File: config.mk
export PLATFORM = sky130hd
export DESIGN_NAME = uart_rx_ctrl
export DESIGN_NICKNAME = d
export VERILOG_FILES = /design/src/rtl/uart_rx_ctrl.sv
export SDC_FILE = /design/constraint.sdc
export NUM_CORES = 1
export LEC_CHECK = 0
export CAP_MARGIN = 0
export CORE_ASPECT_RATIO = 1.25
export CORE_MARGIN = 3
export CORE_UTILIZATION = 25
export CTS_CLUSTER_DIAMETER = 150
export DETAILED_ROUTE_END_ITERATION = 10
export GPL_ROUTABILITY_DRIVEN = 0
export PLACE_DENSITY = 0.52
export REMOVE_ABC_BUFFERS = 1
export SLEW_MARGIN = 15
export SYNTH_ARGS = -nofsm -noshare
export SYNTH_HDL_FRONTEND = slang
export SYNTH_SLANG_ARGS = --single-unit
File: constraint.sdc
create_clock -name clk -period 6.37 [get_ports clk]
set_input_delay 0.9555 -clock clk [delete_from_list [all_inputs] [get_ports clk]]
set_output_delay 0.9555 -clock clk [all_outputs]
set_load 0.02 [all_outputs]
File: src/rtl/uart_rx_ctrl.sv
// Shadow config + restart sequencing for uart_rcv, FWFT byte FIFO (byte visible 1 cycle after rcv_en),
// valid/ready consumer side; a store into a full FIFO without a same-cycle pop is dropped and flagged as overrun.
module uart_rx_ctrl #(
  parameter int SAMPLE_WIDTH_BITS = 15,
  parameter int DEF_SAMPLE_WIDTH  = 26,
  parameter int FIFO_DEPTH        = 8,
  parameter int RESTART_CYCLES    = 4
) (
  input  logic                          clk,
  input  logic                          nRst,
  input  logic                          cfg_wr,
  input  logic [SAMPLE_WIDTH_BITS-1:0]  cfg_sample_width,
  input  logic                          cfg_en_parity,
  input  logic                          cfg_odd_parity,
  input  logic [1:0]                    cfg_data_bits,
  output logic                          rcv_nRst,
  output logic [SAMPLE_WIDTH_BITS-1:0]  sample_width,
  output logic                          en_parity,
  output logic                          odd_parity,
  output logic [1:0]                    data_bits,
  input  logic                          rcv_en,
  input  logic [7:0]                    rcv_data,
  input  logic                          rcv_parity_valid,
  input  logic                          drop_bad,
  output logic                          m_valid,
  output logic [7:0]                    m_data,
  output logic                          m_perr,
  input  logic                          m_ready,
  output logic [$clog2(FIFO_DEPTH):0]   fifo_level,
  output logic                          overrun,
  output logic [7:0]                    perr_cnt,
  input  logic                          clr_status
);

  localparam int AW = $clog2(FIFO_DEPTH);
  localparam int LW = AW + 1;
  localparam int CW = $clog2(RESTART_CYCLES) + 1;

  typedef enum logic {RESTART = 1'b0, RUN = 1'b1} state_t;

  state_t                         state_q, state_d;
  logic [CW-1:0]                  cnt_q, cnt_d;
  logic [SAMPLE_WIDTH_BITS-1:0]   sample_width_q;
  logic                           en_parity_q, odd_parity_q;
  logic [1:0]                     data_bits_q;
  logic [8:0]                     mem_q [FIFO_DEPTH];
  logic [AW-1:0]                  wr_ptr_q, rd_ptr_q;
  logic [LW-1:0]                  level_q, level_d;
  logic                           overrun_q, overrun_d;
  logic [7:0]                     perr_cnt_q, perr_cnt_d;
  logic                           accept, perr, store, pop, full, push, lost;
  logic [8:0]                     head;

  always_ff @(posedge clk) begin
    if (!nRst) begin
      state_q <= RESTART;
      cnt_q   <= '0;
    end else begin
      state_q <= state_d;
      cnt_q   <= cnt_d;
    end
  end

  // A config write restarts the receiver from either state, so it also stretches an ongoing restart.
  always_comb begin
    state_d = state_q;
    cnt_d   = cnt_q;
    if (cfg_wr) begin
      state_d = RESTART;
      cnt_d   = '0;
    end else begin
      case (state_q)
        RESTART: begin
          if (cnt_q == CW'(RESTART_CYCLES - 1)) begin
            state_d = RUN;
            cnt_d   = '0;
          end else begin
            cnt_d = cnt_q + 1'b1;
          end
        end
        default: ;
      endcase
    end
  end

  assign rcv_nRst = (state_q == RUN);

  always_ff @(posedge clk) begin
    if (!nRst) begin
      sample_width_q <= SAMPLE_WIDTH_BITS'(DEF_SAMPLE_WIDTH);
      en_parity_q    <= 1'b0;
      odd_parity_q   <= 1'b0;
      data_bits_q    <= 2'd0;
    end else if (cfg_wr) begin
      sample_width_q <= cfg_sample_width;
      en_parity_q    <= cfg_en_parity;
      odd_parity_q   <= cfg_odd_parity;
      data_bits_q    <= cfg_data_bits;
    end
  end

  assign sample_width = sample_width_q;
  assign en_parity    = en_parity_q;
  assign odd_parity   = odd_parity_q;
  assign data_bits    = data_bits_q;

  assign accept = (state_q == RUN) & rcv_en;
  assign perr   = en_parity_q & ~rcv_parity_valid;
  assign store  = accept & ~(drop_bad & perr);
  assign m_valid = (level_q != '0);
  assign pop    = m_valid & m_ready;
  assign full   = (level_q == LW'(FIFO_DEPTH));
  assign push   = store & (~full | pop);
  assign lost   = store & full & ~pop;

  always_comb begin
    level_d = level_q + LW'(push) - LW'(pop);
  end

  always_ff @(posedge clk) begin
    if (!nRst) begin
      wr_ptr_q <= '0;
      rd_ptr_q <= '0;
      level_q  <= '0;
    end else begin
      if (push) wr_ptr_q <= wr_ptr_q + 1'b1;
      if (pop)  rd_ptr_q <= rd_ptr_q + 1'b1;
      level_q <= level_d;
    end
  end

  // Storage needs no reset: the head is masked whenever the FIFO is empty.
  always_ff @(posedge clk) begin
    if (push) mem_q[wr_ptr_q] <= {perr, rcv_data};
  end

  assign head       = mem_q[rd_ptr_q];
  assign m_data     = m_valid ? head[7:0] : 8'h00;
  assign m_perr     = m_valid ? head[8] : 1'b0;
  assign fifo_level = level_q;

  // A same-cycle event beats clr_status.
  always_comb begin
    overrun_d  = clr_status ? 1'b0 : overrun_q;
    perr_cnt_d = clr_status ? 8'h00 : perr_cnt_q;
    if (lost) overrun_d = 1'b1;
    if (accept & perr) begin
      if (clr_status)                perr_cnt_d = 8'h01;
      else if (perr_cnt_q != 8'hFF)  perr_cnt_d = perr_cnt_q + 8'h01;
    end
  end

  always_ff @(posedge clk) begin
    if (!nRst) begin
      overrun_q  <= 1'b0;
      perr_cnt_q <= 8'h00;
    end else begin
      overrun_q  <= overrun_d;
      perr_cnt_q <= perr_cnt_d;
    end
  end

  assign overrun  = overrun_q;
  assign perr_cnt = perr_cnt_q;

endmodule

==> run summary <==
Clock Tree Buf Depth: 2
CP arrival: 2.59 ns
EDFF count, synth: 72
Final hold viol count: 0
Hold_ws: 0.4571 ns
Syn. warnings: 0
Port Buffer Count: 77
Mapped Cells: 321
I/O pin count: 78
Setup Skew: 0.009101 ns
Count of final setup violators: 0
Crit path time final: 3.550 ns
Die Ht: 160.3 um
Setup CP Type: register to output pin
Max FO, Critical Path: 18
Reg-to-reg slack, setup: 3.76 ns
Setup crit end kind: output pin
Worst slew pin tran: 0.9219 ns
Clk sinks: 117
CP required: 5.41 ns
Synth Flop Type: edfxtp_1
Core area: 0.01837 mm^2
Detailed placer's ending HPWL: 6738 um
# Post-CTS Setup Buffers: 0
Peak VDD IR: 0.0001636 V
1st-pass router iterations: 4
DRC Markers: 0
Final design utilization: 34.67%
P per Cell Area: 360.6 mW/mm^2
Non-Filler Instances: 651
Synth area leader: edfxtp_1
Sequential area share after synthesis: 64.32%
Max-Slew Margin vs Limit: 38.20%
CTS tree: built
Clk root buf: clkbuf_16
RSZ-0062 raised after global routing: no
Htree depth: 4
Worst skew pair latency: 0.41 ns
Routed Antenna Nets: 0
Max-Cap Viols: 0
Yosys cell types: 46
Vias in the first global route: 2,943
Fill cells: 1,756
Via count: 2,848
Initial antenna violation count: 0
Flops & latches, synth: 117
Top-area cell type share of the netlist area: 45.40%
Top cells by area, synth: edfxtp_1, dfxtp_1, mux4_2
N_diodes: 0
Share of layout cells above drive strength 1: 15.37%
Avg WL per Cell: 15.49 um
F_max: 281.7 MHz
Largest net degree at the start of global routing: 35
Die area: 0.02075 mm^2
Routed WL: 10,090 um
CP Launch Type: register
First-pass GRT wire length: 15,880 um
Synth Cell Area: 0.004762 mm^2
Vias per cell: 4.375
Global Route Usage Sum: 10.25%
CTS buffer count: 17
Hold Crit Class: register to register
Dpl cell area: 0.005816 mm^2
Cts hold-fix bufs: 0
Total grt overflow: 0
Post-CTS sizing: 0
Row cnt: 55
Slew Limit Fails: 0
Initial cell density of the core: 25.92%
Fin area: 0.006370 mm^2
Final Cycle Share: 55.73%
Clock Pin Slew Worst Setup and Hold Paths: 0.05 ns
Status: completed
Syn Area/Cell: 14.84 um^2
Fraction of registers with async set/reset: 0%
Area growth syn-to-layout: 33.76%
Initial drt markers: 192
Die Span X: 129.4 um
Layout Nets: 456
Leakage power: 2.195 nW
Placed cells: 620
Setup TNS: 0 ns
-- cell usage after synthesis (all sizes together) (2+ instances only) --
cell type,number
a21boi,4
nor3b,7
nor2b,19
nand4,2
o211ai,2
edfxtp,72
nor4b,2
buf,8
a21oi,9
or3,2
mux2i,29
mux4,18
ha,9
xnor2,3
nor3,4
dfxtp,45
nor2,19
clkbuf,6
nand3,5
o21ai,5
nand2b,2
inv,9
xor2,3
nand2,15
and2,8
-- sequential cells by signal (all words and copies together) (netlist names), named ones only --
signal / cells
sample_width: 15
overrun: 1
data_bits: 2
rd_ptr_q: 3
rcv_nRst: 1
cnt_q: 3
wr_ptr_q: 3
mem_q: 72
en_parity: 1
odd_parity: 1
fifo_level: 4
perr_cnt: 8
-- where the power goes --
part / internal (mW) / switching, mW
clock: 0.536 / 0.352
combinational: 0.280 / 0.258
sequential: 0.833 / 0.0380
-- cells by family after synthesis --
kind of cell | share of synthesized area, %
XOR/XNOR | 1.104
buffers and inverters | 2.233
flip-flops | 64.32
AND/OR/NAND/NOR | 10.61
adder cells (fa/ha/maj) | 2.785
multiplexers | 14.85
AO/OA/AOI/OAI | 4.099
-- metal layers --
| layer | global-route usage [%] | wire [um] | vias to the layer above |
|---|---|---|---|
| met5 | 0 | 0 | - |
| met4 | 3.970 | 157 | 0 |
| met3 | 4.624 | 649 | 15 |
| met2 | 16.53 | 4930 | 77 |
| met1 | 11.90 | 4347 | 1371 |
| li1 | - | - | 1385 |
-- critical path, cell delays in order, from the launching register on --
cell and delay (ns):
dfxtp_1 0.91, mux4_2 0.41, mux2i_1 0.24, nor2_1 0.07, clkdlybuf4s50_1 0.56
-- per-stage QoR --
step	power [mW]	worst slack (ns)
6_report	2.297	2.820
4_1_cts	2.339	2.790
3_3_place_gp	1.432	2.879
5_1_grt	2.421	2.721
2_1_floorplan	1.211	3.355
3_5_place_dp	1.437	2.814
-- final timing paths --
kind | startpoint | to | depth (start not counted)
worst max-delay path | register | m_perr | 4
worst min-delay path | cnt_q[2] | cnt_q[2] | 2
worst max register to register | fifo_level[2] | mem_q[6][5] | 7
worst min register to register | cnt_q[2] | cnt_q[2] | 2
-- placed cells by master (no fill, tap or decap), types with 2 or more instances in the layout --
cell type        Yosys  layout
a21boi_0             3       3
a21oi_1              9       9
and2_1               8       8
buf_4                2       8
clkbuf_16            0      17
clkdlybuf4s50_1      0      77
clkinv_4             0       2
clkinvlp_4           0       5
dfxtp_1             45      45
edfxtp_1            72      72
ha_1                 9       9
inv_1                8       8
inv_6                0       4
mux2i_1             29      29
mux4_2              18      18
nand2_1             15      15
nand2b_1             2       2
nand3_1              5       5
nand4_1              2       2
nor2_1              19      19
nor2b_1             19      19
nor3_1               4       2
nor3_2               0       2
nor3b_1              4       4
nor3b_4              2       2
nor4b_1              2       2
o211ai_1             2       2
o21ai_0              5       5
or3_1                2       2
xnor2_1              3       3
xor2_1               3       3
-- layout make-up --
class	count	area, um^2	share of cell area, %
tap	228	285.3	4.478
inverter	9	33.78	0.5303
clock buffer	17	425.4	6.678
timing repair buffer	85	830.8	13.04
sequential	117	3063	48.08
clock inverter	14	128.9	2.023
multi-input combinational	181	1603	25.16
Note: power is estimated with default switching activity, not from simulation.
